$ cat config.mk
export PLATFORM = sky130hd
export DESIGN_NAME = time_setter
export DESIGN_NICKNAME = d
export VERILOG_FILES = /design/src/rtl/clock_pkg.sv /design/src/rtl/btn_conditioner.sv /design/src/rtl/time_setter.sv
export SDC_FILE = /design/constraint.sdc
export NUM_CORES = 1
export LEC_CHECK = 0
export BUFFER_PORTS_ARGS = -buffer_cell sky130_fd_sc_hd__buf_2
export CAP_MARGIN = 20
export CORE_AREA = 4 4 103 105
export DETAILED_ROUTE_END_ITERATION = 8
export DIE_AREA = 0 0 107 109
export GPL_ROUTABILITY_DRIVEN = 0
export PLACE_DENSITY = 0.87
export SKIP_CTS_REPAIR_TIMING = 1
export SYNTH_ARGS = -nofsm -noshare
export SYNTH_HDL_FRONTEND = slang
export SYNTH_SLANG_ARGS = --single-unit
$ cat constraint.sdc
create_clock -name clk -period 3.1 [get_ports clk]
set_input_delay 0.155 -clock clk [delete_from_list [all_inputs] [get_ports clk]]
set_output_delay 0.155 -clock clk [all_outputs]
set_load 0.01 [all_outputs]
$ cat src/rtl/clock_pkg.sv
// Shared clock/time-setter definitions: FSM states, field codes,
// time word layout and BCD / wrap-around helpers.
package clock_pkg;

  typedef enum logic [2:0] {
    ST_IDLE,
    ST_SET_HR,
    ST_SET_MIN,
    ST_SET_SEC,
    ST_COMMIT
  } state_t;

  localparam logic [1:0] FIELD_NONE = 2'd0;
  localparam logic [1:0] FIELD_HR   = 2'd1;
  localparam logic [1:0] FIELD_MIN  = 2'd2;
  localparam logic [1:0] FIELD_SEC  = 2'd3;

  localparam int unsigned HOUR_MAX   = 23;
  localparam int unsigned MINSEC_MAX = 59;

  // time word: {hour[4:0], min[5:0], sec[5:0]}
  localparam int unsigned TIME_W  = 17;
  localparam int unsigned HR_W    = 5;
  localparam int unsigned MS_W    = 6;
  localparam int unsigned SEC_LSB = 0;
  localparam int unsigned MIN_LSB = 6;
  localparam int unsigned HR_LSB  = 12;

  // Bad digits map to an out-of-range value so the
  // range check below rejects them as well.
  function automatic logic [6:0] bcd_raw(
    input logic [3:0] tens,
    input logic [3:0] ones
  );
    if (tens > 4'd9 || ones > 4'd9) return 7'h7f;
    return 7'(tens) * 7'd10 + 7'(ones);
  endfunction

  function automatic logic [HR_W-1:0] bcd_hour(
    input logic [3:0] tens,
    input logic [3:0] ones
  );
    logic [6:0] v;
    v = bcd_raw(tens, ones);
    if (v > 7'(HOUR_MAX)) return '0;
    return v[HR_W-1:0];
  endfunction

  function automatic logic [MS_W-1:0] bcd_minsec(
    input logic [3:0] tens,
    input logic [3:0] ones
  );
    logic [6:0] v;
    v = bcd_raw(tens, ones);
    if (v > 7'(MINSEC_MAX)) return '0;
    return v[MS_W-1:0];
  endfunction

  // inc and dec together cancel out
  function automatic logic [HR_W-1:0] step_hr(
    input logic [HR_W-1:0] v,
    input logic            inc,
    input logic            dec
  );
    if (inc && !dec)
      return (v == HR_W'(HOUR_MAX)) ? '0 : v + HR_W'(1);
    if (dec && !inc)
      return (v == '0) ? HR_W'(HOUR_MAX) : v - HR_W'(1);
    return v;
  endfunction

  function automatic logic [MS_W-1:0] step_ms(
    input logic [MS_W-1:0] v,
    input logic            inc,
    input logic            dec
  );
    if (inc && !dec)
      return (v == MS_W'(MINSEC_MAX)) ? '0 : v + MS_W'(1);
    if (dec && !inc)
      return (v == '0) ? MS_W'(MINSEC_MAX) : v - MS_W'(1);
    return v;
  endfunction

endpackage

$ cat src/rtl/btn_conditioner.sv
// Button conditioner: 2-FF sync, debounce, rising-edge pulse.
// Ports: clk, rst_n, btn (raw async) -> pulse (1 cycle per press).
module btn_conditioner #(
  parameter int unsigned DEBOUNCE_CYCLES = 16
) (
  input  logic clk,
  input  logic rst_n,
  input  logic btn,
  output logic pulse
);

  localparam int unsigned CW = $clog2(DEBOUNCE_CYCLES + 1);
  localparam logic [CW-1:0] CNT_LAST = CW'(DEBOUNCE_CYCLES - 1);

  logic          sync1;
  logic          sync2;
  logic          level;
  logic [CW-1:0] cnt;

  // level only follows sync2 after it has disagreed for
  // DEBOUNCE_CYCLES consecutive cycles; a press is the
  // accepted 0->1 change of level.
  always_ff @(posedge clk or negedge rst_n) begin
    if (!rst_n) begin
      sync1 <= 1'b0;
      sync2 <= 1'b0;
      level <= 1'b0;
      cnt   <= '0;
      pulse <= 1'b0;
    end else begin
      sync1 <= btn;
      sync2 <= sync1;
      pulse <= 1'b0;
      if (sync2 == level) begin
        cnt <= '0;
      end else if (cnt == CNT_LAST) begin
        level <= sync2;
        cnt   <= '0;
        pulse <= sync2;
      end else begin
        cnt <= cnt + CW'(1);
      end
    end
  end

endmodule

$ cat src/rtl/time_setter.sv
// Time-entry controller: edits h/m/s from buttons, commits a packed
// word with an overwrite strobe. Ports: buttons, BCD time in,
// time_set/time_ow to the clock, editing/edit_field for display.
module time_setter
  import clock_pkg::*;
#(
  parameter int unsigned DEBOUNCE_CYCLES = 16,
  parameter int unsigned OW_CYCLES       = 4,
  parameter int unsigned TIMEOUT_CYCLES  = 1024
) (
  input  logic              clk,
  input  logic              rst_n,
  input  logic              btn_mode,
  input  logic              btn_inc,
  input  logic              btn_dec,
  input  logic              btn_cancel,
  input  logic [3:0]        hr_10s,
  input  logic [3:0]        hr_1s,
  input  logic [3:0]        min_10s,
  input  logic [3:0]        min_1s,
  input  logic [3:0]        sec_10s,
  input  logic [3:0]        sec_1s,
  output logic [TIME_W-1:0] time_set,
  output logic              time_ow,
  output logic              editing,
  output logic [1:0]        edit_field
);

  localparam int unsigned TW  = $clog2(TIMEOUT_CYCLES + 1);
  localparam int unsigned OWW = $clog2(OW_CYCLES + 1);
  localparam logic [TW-1:0]  TMO_LAST = TW'(TIMEOUT_CYCLES - 1);
  localparam logic [OWW-1:0] OW_LAST  = OWW'(OW_CYCLES - 1);

  logic mode_p;
  logic inc_p;
  logic dec_p;
  logic cancel_p;

  btn_conditioner #(.DEBOUNCE_CYCLES(DEBOUNCE_CYCLES)) u_mode (
    .clk   (clk),
    .rst_n (rst_n),
    .btn   (btn_mode),
    .pulse (mode_p)
  );

  btn_conditioner #(.DEBOUNCE_CYCLES(DEBOUNCE_CYCLES)) u_inc (
    .clk   (clk),
    .rst_n (rst_n),
    .btn   (btn_inc),
    .pulse (inc_p)
  );

  btn_conditioner #(.DEBOUNCE_CYCLES(DEBOUNCE_CYCLES)) u_dec (
    .clk   (clk),
    .rst_n (rst_n),
    .btn   (btn_dec),
    .pulse (dec_p)
  );

  btn_conditioner #(.DEBOUNCE_CYCLES(DEBOUNCE_CYCLES)) u_cancel (
    .clk   (clk),
    .rst_n (rst_n),
    .btn   (btn_cancel),
    .pulse (cancel_p)
  );

  state_t          state;
  logic [HR_W-1:0] hr;
  logic [MS_W-1:0] mn;
  logic [MS_W-1:0] sc;
  logic [TW-1:0]   tmo;
  logic [OWW-1:0]  owc;

  logic            any_p;
  logic            tmo_hit;
  logic [HR_W-1:0] cap_hr;
  logic [MS_W-1:0] cap_mn;
  logic [MS_W-1:0] cap_sc;
  logic [HR_W-1:0] hr_step;
  logic [MS_W-1:0] mn_step;
  logic [MS_W-1:0] sc_step;

  assign any_p   = mode_p | inc_p | dec_p | cancel_p;
  assign tmo_hit = (tmo == TMO_LAST) && !any_p;

  assign cap_hr = bcd_hour(hr_10s, hr_1s);
  assign cap_mn = bcd_minsec(min_10s, min_1s);
  assign cap_sc = bcd_minsec(sec_10s, sec_1s);

  assign hr_step = step_hr(hr, inc_p, dec_p);
  assign mn_step = step_ms(mn, inc_p, dec_p);
  assign sc_step = step_ms(sc, inc_p, dec_p);

  always_ff @(posedge clk or negedge rst_n) begin
    if (!rst_n) begin
      state      <= ST_IDLE;
      hr         <= '0;
      mn         <= '0;
      sc         <= '0;
      tmo        <= '0;
      owc        <= '0;
      time_set   <= '0;
      time_ow    <= 1'b0;
      editing    <= 1'b0;
      edit_field <= FIELD_NONE;
    end else begin
      unique case (state)
        ST_IDLE: begin
          if (mode_p) begin
            hr         <= cap_hr;
            mn         <= cap_mn;
            sc         <= cap_sc;
            tmo        <= '0;
            state      <= ST_SET_HR;
            editing    <= 1'b1;
            edit_field <= FIELD_HR;
          end
        end

        ST_SET_HR, ST_SET_MIN, ST_SET_SEC: begin
          // a timeout behaves exactly like cancel
          if (cancel_p || tmo_hit) begin
            state      <= ST_IDLE;
            editing    <= 1'b0;
            edit_field <= FIELD_NONE;
          end else if (mode_p) begin
            tmo <= '0;
            case (state)
              ST_SET_HR: begin
                state      <= ST_SET_MIN;
                edit_field <= FIELD_MIN;
              end
              ST_SET_MIN: begin
                state      <= ST_SET_SEC;
                edit_field <= FIELD_SEC;
              end
              default: begin
                state      <= ST_COMMIT;
                editing    <= 1'b0;
                edit_field <= FIELD_NONE;
                time_set   <= {hr, mn, sc};
                time_ow    <= 1'b1;
                owc        <= '0;
              end
            endcase
          end else begin
            tmo <= any_p ? '0 : tmo + TW'(1);
            case (state)
              ST_SET_HR:  hr <= hr_step;
              ST_SET_MIN: mn <= mn_step;
              default:    sc <= sc_step;
            endcase
          end
        end

        ST_COMMIT: begin
          if (owc == OW_LAST) begin
            time_ow <= 1'b0;
            state   <= ST_IDLE;
          end else begin
            owc <= owc + OWW'(1);
          end
        end

        default: begin
          state      <= ST_IDLE;
          time_ow    <= 1'b0;
          editing    <= 1'b0;
          edit_field <= FIELD_NONE;
        end
      endcase
    end
  end

endmodule

**After elaboration in Yosys (flattened, before gate mapping)**

Index checks and enable logic that the tools add are counted.

- Div/mod/pow operators: 0
- Multiplexer cells: 101
- Multiply operators: 3
- Reduce and logical (&&, ||, !) cells: 32
- Equal/unequal tests: 29
- Magnitude comparators: 9
- Shift-type cells: 0
- Bitwise logic cells: 11
- Add/sub/neg operators: 15

Operators with widths:

| kind | number |
|---|---|
| two-way mux 6 bit | 24 |
| two-way mux 5 bit | 20 |
| two-way mux 11 bit | 4 |
| two-way mux 7 bit | 6 |
| adder 5 x 1 -> 5 bit (second input constant) | 5 |
| two-way mux 1 bit | 25 |
| greater-than comparator 4 bit (second input constant) | 6 |
| two-way mux 3 bit | 8 |
| one-hot mux 6 bit (2 select lines) | 2 |
| one-hot mux 11 bit (2 select lines) | 1 |
| adder 7 x 4 -> 7 bit | 3 |
| equality test 5 x 4 -> 1 bit (second input constant) | 4 |
| multiplier 4 x 3 -> 6 bit (second input constant) | 3 |
| AND reduction 6 bit | 3 |
| greater-than comparator 7 x 6 -> 1 bit (second input constant) | 2 |
| != test 2 bit (second input constant) | 7 |
| adder 6 x 1 -> 6 bit (second input constant) | 2 |
| equality test 6 bit (second input constant) | 2 |
| logical NOT 6 bit | 2 |
| one-hot mux 3 bit (2 select lines) | 2 |
| subtractor 6 x 1 -> 6 bit (second input constant) | 2 |
| adder 11 x 1 -> 11 bit (second input constant) | 1 |
| equality test 11 x 10 -> 1 bit (second input constant) | 1 |
| one-hot mux 5 bit (2 select lines) | 1 |
| other kinds (30) | 64 |

- Latch bits: 0
- Input port bits: 30
- ROM bits: 0
- Memories: 0
- Memory bits (writable): 0
- Register bits after elaboration: 91
- Output and inout bits: 21
- Word-level logic and storage cells: 230

**Depth between registers and ports, before layout**

- Word-level depth: 10
- Gate-level depth with buffers: 10
- Depth with buffers taken out: 9

**By module**

A second synthesis with hierarchy kept.

- Cells, all modules: 559
- Area, all modules: 5,525.3 um2

Modules (own cells, without submodules):

| module | area each (um2) | sequential area each (um2) | instances | cells each |
|---|---|---|---|---|
| time_setter | 4,184.0 | 1,376.3 | 1 | 459 |
| btn_conditioner | 335.3 | 225.2 | 4 | 25 |

**Least setup slack after synthesis**

OpenSTA, ideal clock, no wires.

- Kind: input port to flip-flop
- From: input port sec_10s[0]
- To: register sc[5]
- Slack: 0.596 ns
- Data arrival time: 2.378 ns
- Stages: 8
- Setup time: 0.126 ns
- Buffers on the path: 0
- Required time: 2.974 ns
- Cell sequence: ha_1 > ha_1 > xnor2_1 > or4b_2 > o31ai_1 > o41ai_1 > and2_1 > a221o_1

- Longest elaborated chain between the ends: 9
- Elaborated cells on any way between the ends: 11
- Classes of those cells: 1 x add/sub; 1 x mul; 2 x order compare; 6 x mux; 1 x reduce/logical

Ends and longest elaborated chain:

| item | RTL line | text |
|---|---|---|
| start: declaration | time_setter.sv:21 | `input logic [3:0] sec_10s,` |
| parallel branches: the longest is 3 deep, another holds adder 7 x 4 -> 7 bit | - |  |
| two-way mux 7 bit (*) | clock_pkg.sv:36 | `return 7'(tens) * 7'd10 + 7'(ones);` |
| greater-than comparator 7 x 6 -> 1 bit | clock_pkg.sv:55 | `if (v > 7'(MINSEC_MAX)) return '0;` |
| two-way mux 1 bit | clock_pkg.sv:55 |  |
| two-way mux 6 bit (*) | clock_pkg.sv:56 | `return v[MS_W-1:0];` |
| two-way mux 6 bit (*) | time_setter.sv:109 | `if (mode_p) begin` |
| one-hot mux 6 bit (2 select lines) (*) | time_setter.sv:107 | `unique case (state)` |
| end signal: assignment | time_setter.sv:112 | `sc <= cap_sc;` |
| end signal: assignment | time_setter.sv:151 | `default: sc <= sc_step;` |
| end: declaration | time_setter.sv:70 | `logic [MS_W-1:0] sc;` |

Every way passes the cells marked *. The select of a mux whose other input is x is not followed.
A chain may end at the register's enable or synchronous reset.

**Worst setup path in the final report**

Ends and elaborated chain as after synthesis.

==> summary.txt <==
status: completed
Routed Antenna Nets: 0
Most common cell on crit path: ha_1
Rows: 36
GRT Util Overall: 22.5%
wire per inst: 15.8 um
Rel. slew slack: 47.3%
share of post-route cells with drive strength above 1: 16.5%
cell family with most CP delay: simple AND/OR/NAND/NOR gates
Fmax: 0.396 GHz
Critical Path AT: 2.78 ns
CTS Buf Count: 9
Clk pin slew, worst setup/hold paths: 0.09 ns
crit path kind: primary input to flop
final wirelength: 12,300 um
Warnings, synthesis: 0
die width: 107 um
global-route wire length before repair: 21,400 um
clock sink count: 91
ratio of total power to cell area: 366 nW/um2
CP cell instances: buf_2, ha_1, ha_1, xnor2_1, or4b_2, o31ai_1, o41ai_1, and2_1, a221o_1
critical path's largest stage delay: 0.63 ns
Starting Density: 59.4%
Buf+Inv Stages, Crit Path: 1
drt drc: 0
vias per cell: 6.06
static leakage: 2.93 nW
Least-Margin Pin Slew: 0.791 ns
total gr overflow: 0
clk_skew: 0.0118 ns
DRT Pass-1 Iters: 4
HP Class: primary input to flop
PortBufs: 50
height of the die: 109 um
largest net degree at the start of global routing: 92
Final #Nets: 712
CP Data Required Time: 3.35 ns
ys async rst share: 100%
Starting DRT DRC Count: 303
Max Cap Viol: 0
final hold vios: 0
Via Count: 4,703
crit-path max FO: 4
commonest non-fill, non-tap cell in the layout: dfrtp_1
mapped cell area: 5730 um2
CTS tree: built
Mean Syn Cell Area: 9.66 um2
Worst Slack Setup Final: 0.572 ns
syn nets: 667
EDFF count, synth: 0
#FFs+latches synth: 91
gate count after technology mapping: 593
worst slack, placed: 0.251 ns
final worst path period need: 2.53 ns
reg2reg path depth: 5
die area: 11,700 um2
antenna diode count: 0
CTS root buf: clkbuf_8
core area: 9640 um2
Post-DP HPWL: 8780 um
Final period util: 81.5%
Worst path depth: 9
Slew Limit Fails: 0
Clock Tree Buf Depth: 2
setup TNS: 0 ns
CP Capture Type: flop
Filler cells: 790
CP max-delay cell: or4b_2
Clock Latency Late Sink: 0.37 ns
initial antenna violation count: 0
Worst Hold Depth: 3
Cell variety after synth: 66
synth-to-layout area growth: 11.0%
Worst Setup Start Kind: primary input
most frequent cells in the layout: 91 x dfrtp_1, 56 x nand2_1, 49 x buf_2, 40 x nor2_1, 38 x ha_1
RSZ-0062 raised after global routing: false
# IOs: 51
vias in the first global route: 4,738
H-tree Lvls: 3
Setup-failing EPs final: 0
post-synthesis sequential area ratio: 39.8%
Synth Flop Type: dfrtp_1
Worst IR Drop VDD: 230 uV
[tightest hold or removal path, cell delays in order]
cell and delay, ns:
buf_2 0.09, nand4_1 0.07, nand3_1 0.08
[state kept, by name, summed over array words and instances, names as in the netlist, 2 cells and up]
| name | count |
|---|---|
| edit_field | 2 |
| hr | 5 |
| mn | 6 |
| owc | 3 |
| sc | 6 |
| state | 3 |
| time_set | 17 |
| tmo | 11 |
| u_cancel.cnt | 5 |
| u_dec.cnt | 5 |
| u_inc.cnt | 5 |
| u_mode.cnt | 5 |
[kinds of logic (layout without fill, tap and decap cells)]
logic type | Yosys count | after routing | synth area share [%]
AND/OR/NAND/NOR | 200 | 200 | 18.5
multiplexers | 26 | 26 | 6.14
buffers and inverters | 58 | 108 | 4.11
adder cells (fa/ha/maj) | 44 | 44 | 10.4
XOR/XNOR | 28 | 28 | 4.28
flip-flops | 91 | 91 | 39.8
AO/OA/AOI/OAI | 146 | 146 | 16.8
[synth_stat cells, types with 7 or more instances]
cell type / count / share of area [%]
a21oi_1: 34 / 3.0
xnor2_1: 13 / 2.0
nand4_1: 10 / 1.1
o31ai_1: 7 / 0.92
dfrtp_1: 91 / 40
nor2_1: 40 / 2.6
a31oi_1: 14 / 1.5
nand3_1: 23 / 2.0
clkbuf_1: 25 / 1.6
mux2_4: 17 / 4.5
ha_1: 38 / 8.3
o21ai_0: 32 / 2.8
xor2_1: 15 / 2.3
nor3_1: 8 / 0.70
and3_1: 7 / 0.76
nor2b_1: 10 / 1.1
inv_1: 29 / 1.9
nand2_1: 56 / 3.7
[per-layer routing]
layer / vias up / global-route usage, % / routed length [um]
li1: 2257 / - / -
met1: 2243 / 29.4 / 5320
met2: 174 / 37.8 / 6010
met3: 29 / 3.79 / 653
met4: 0 / 8.58 / 283
met5: - / 0 / 0
[final cells by class]
class	instances	area, um2	share of cell area, %
Inverter	29	109	1.71
Timing Repair Buffer	63	380	5.99
Tap cell	133	166	2.62
Clock buffer	9	124	1.95
Sequential cell	91	2280	35.8
Clock inverter	7	85.1	1.34
Multi-Input combinational cell	444	3210	50.6
[per-stage QoR]
stage               std cells  area (um2)  util, %  power (mW)  hold slack (ns)
finish                    776        6350     65.9        2.33           0.0544
global route              776        6350     65.9        2.44           0.0529
CTS                       769        6270     65.1        2.34           -0.129
detailed placement        753        6060     62.9        1.51            0.265
global placement          753        6060     62.9        1.49            0.264
floorplan                 593        5730        -        1.41           -0.141
[worst paths after layout]
kind	start	end	slack, ns
setup / recovery	sec_10s[0]	sc[5]$_DFFE_PN0P_	0.57
hold / removal	hr_1s[0]	hr[0]$_DFFE_PN0P_	0.05
setup reg to reg	u_inc.pulse$_DFF_PN0_	time_set[10]$_DFFE_PN0P_	0.65
hold reg to reg	u_inc.sync1$_DFF_PN0_	u_inc.sync2$_DFF_PN0_	0.36
max in group asynchronous	rst_n	hr[2]$_DFFE_PN0P_	2.18
min in group asynchronous	rst_n	u_inc.level$_DFFE_PN0P_	0.29
[power breakdown]
part           switching (mW)  internal (mW)  total (mW)
logic                   0.157          0.119       0.275
registers              0.0172           1.20        1.22
clock network           0.445          0.385       0.830
total                   0.619           1.71        2.33
No activity file was read; power rests on OpenSTA's default activity.
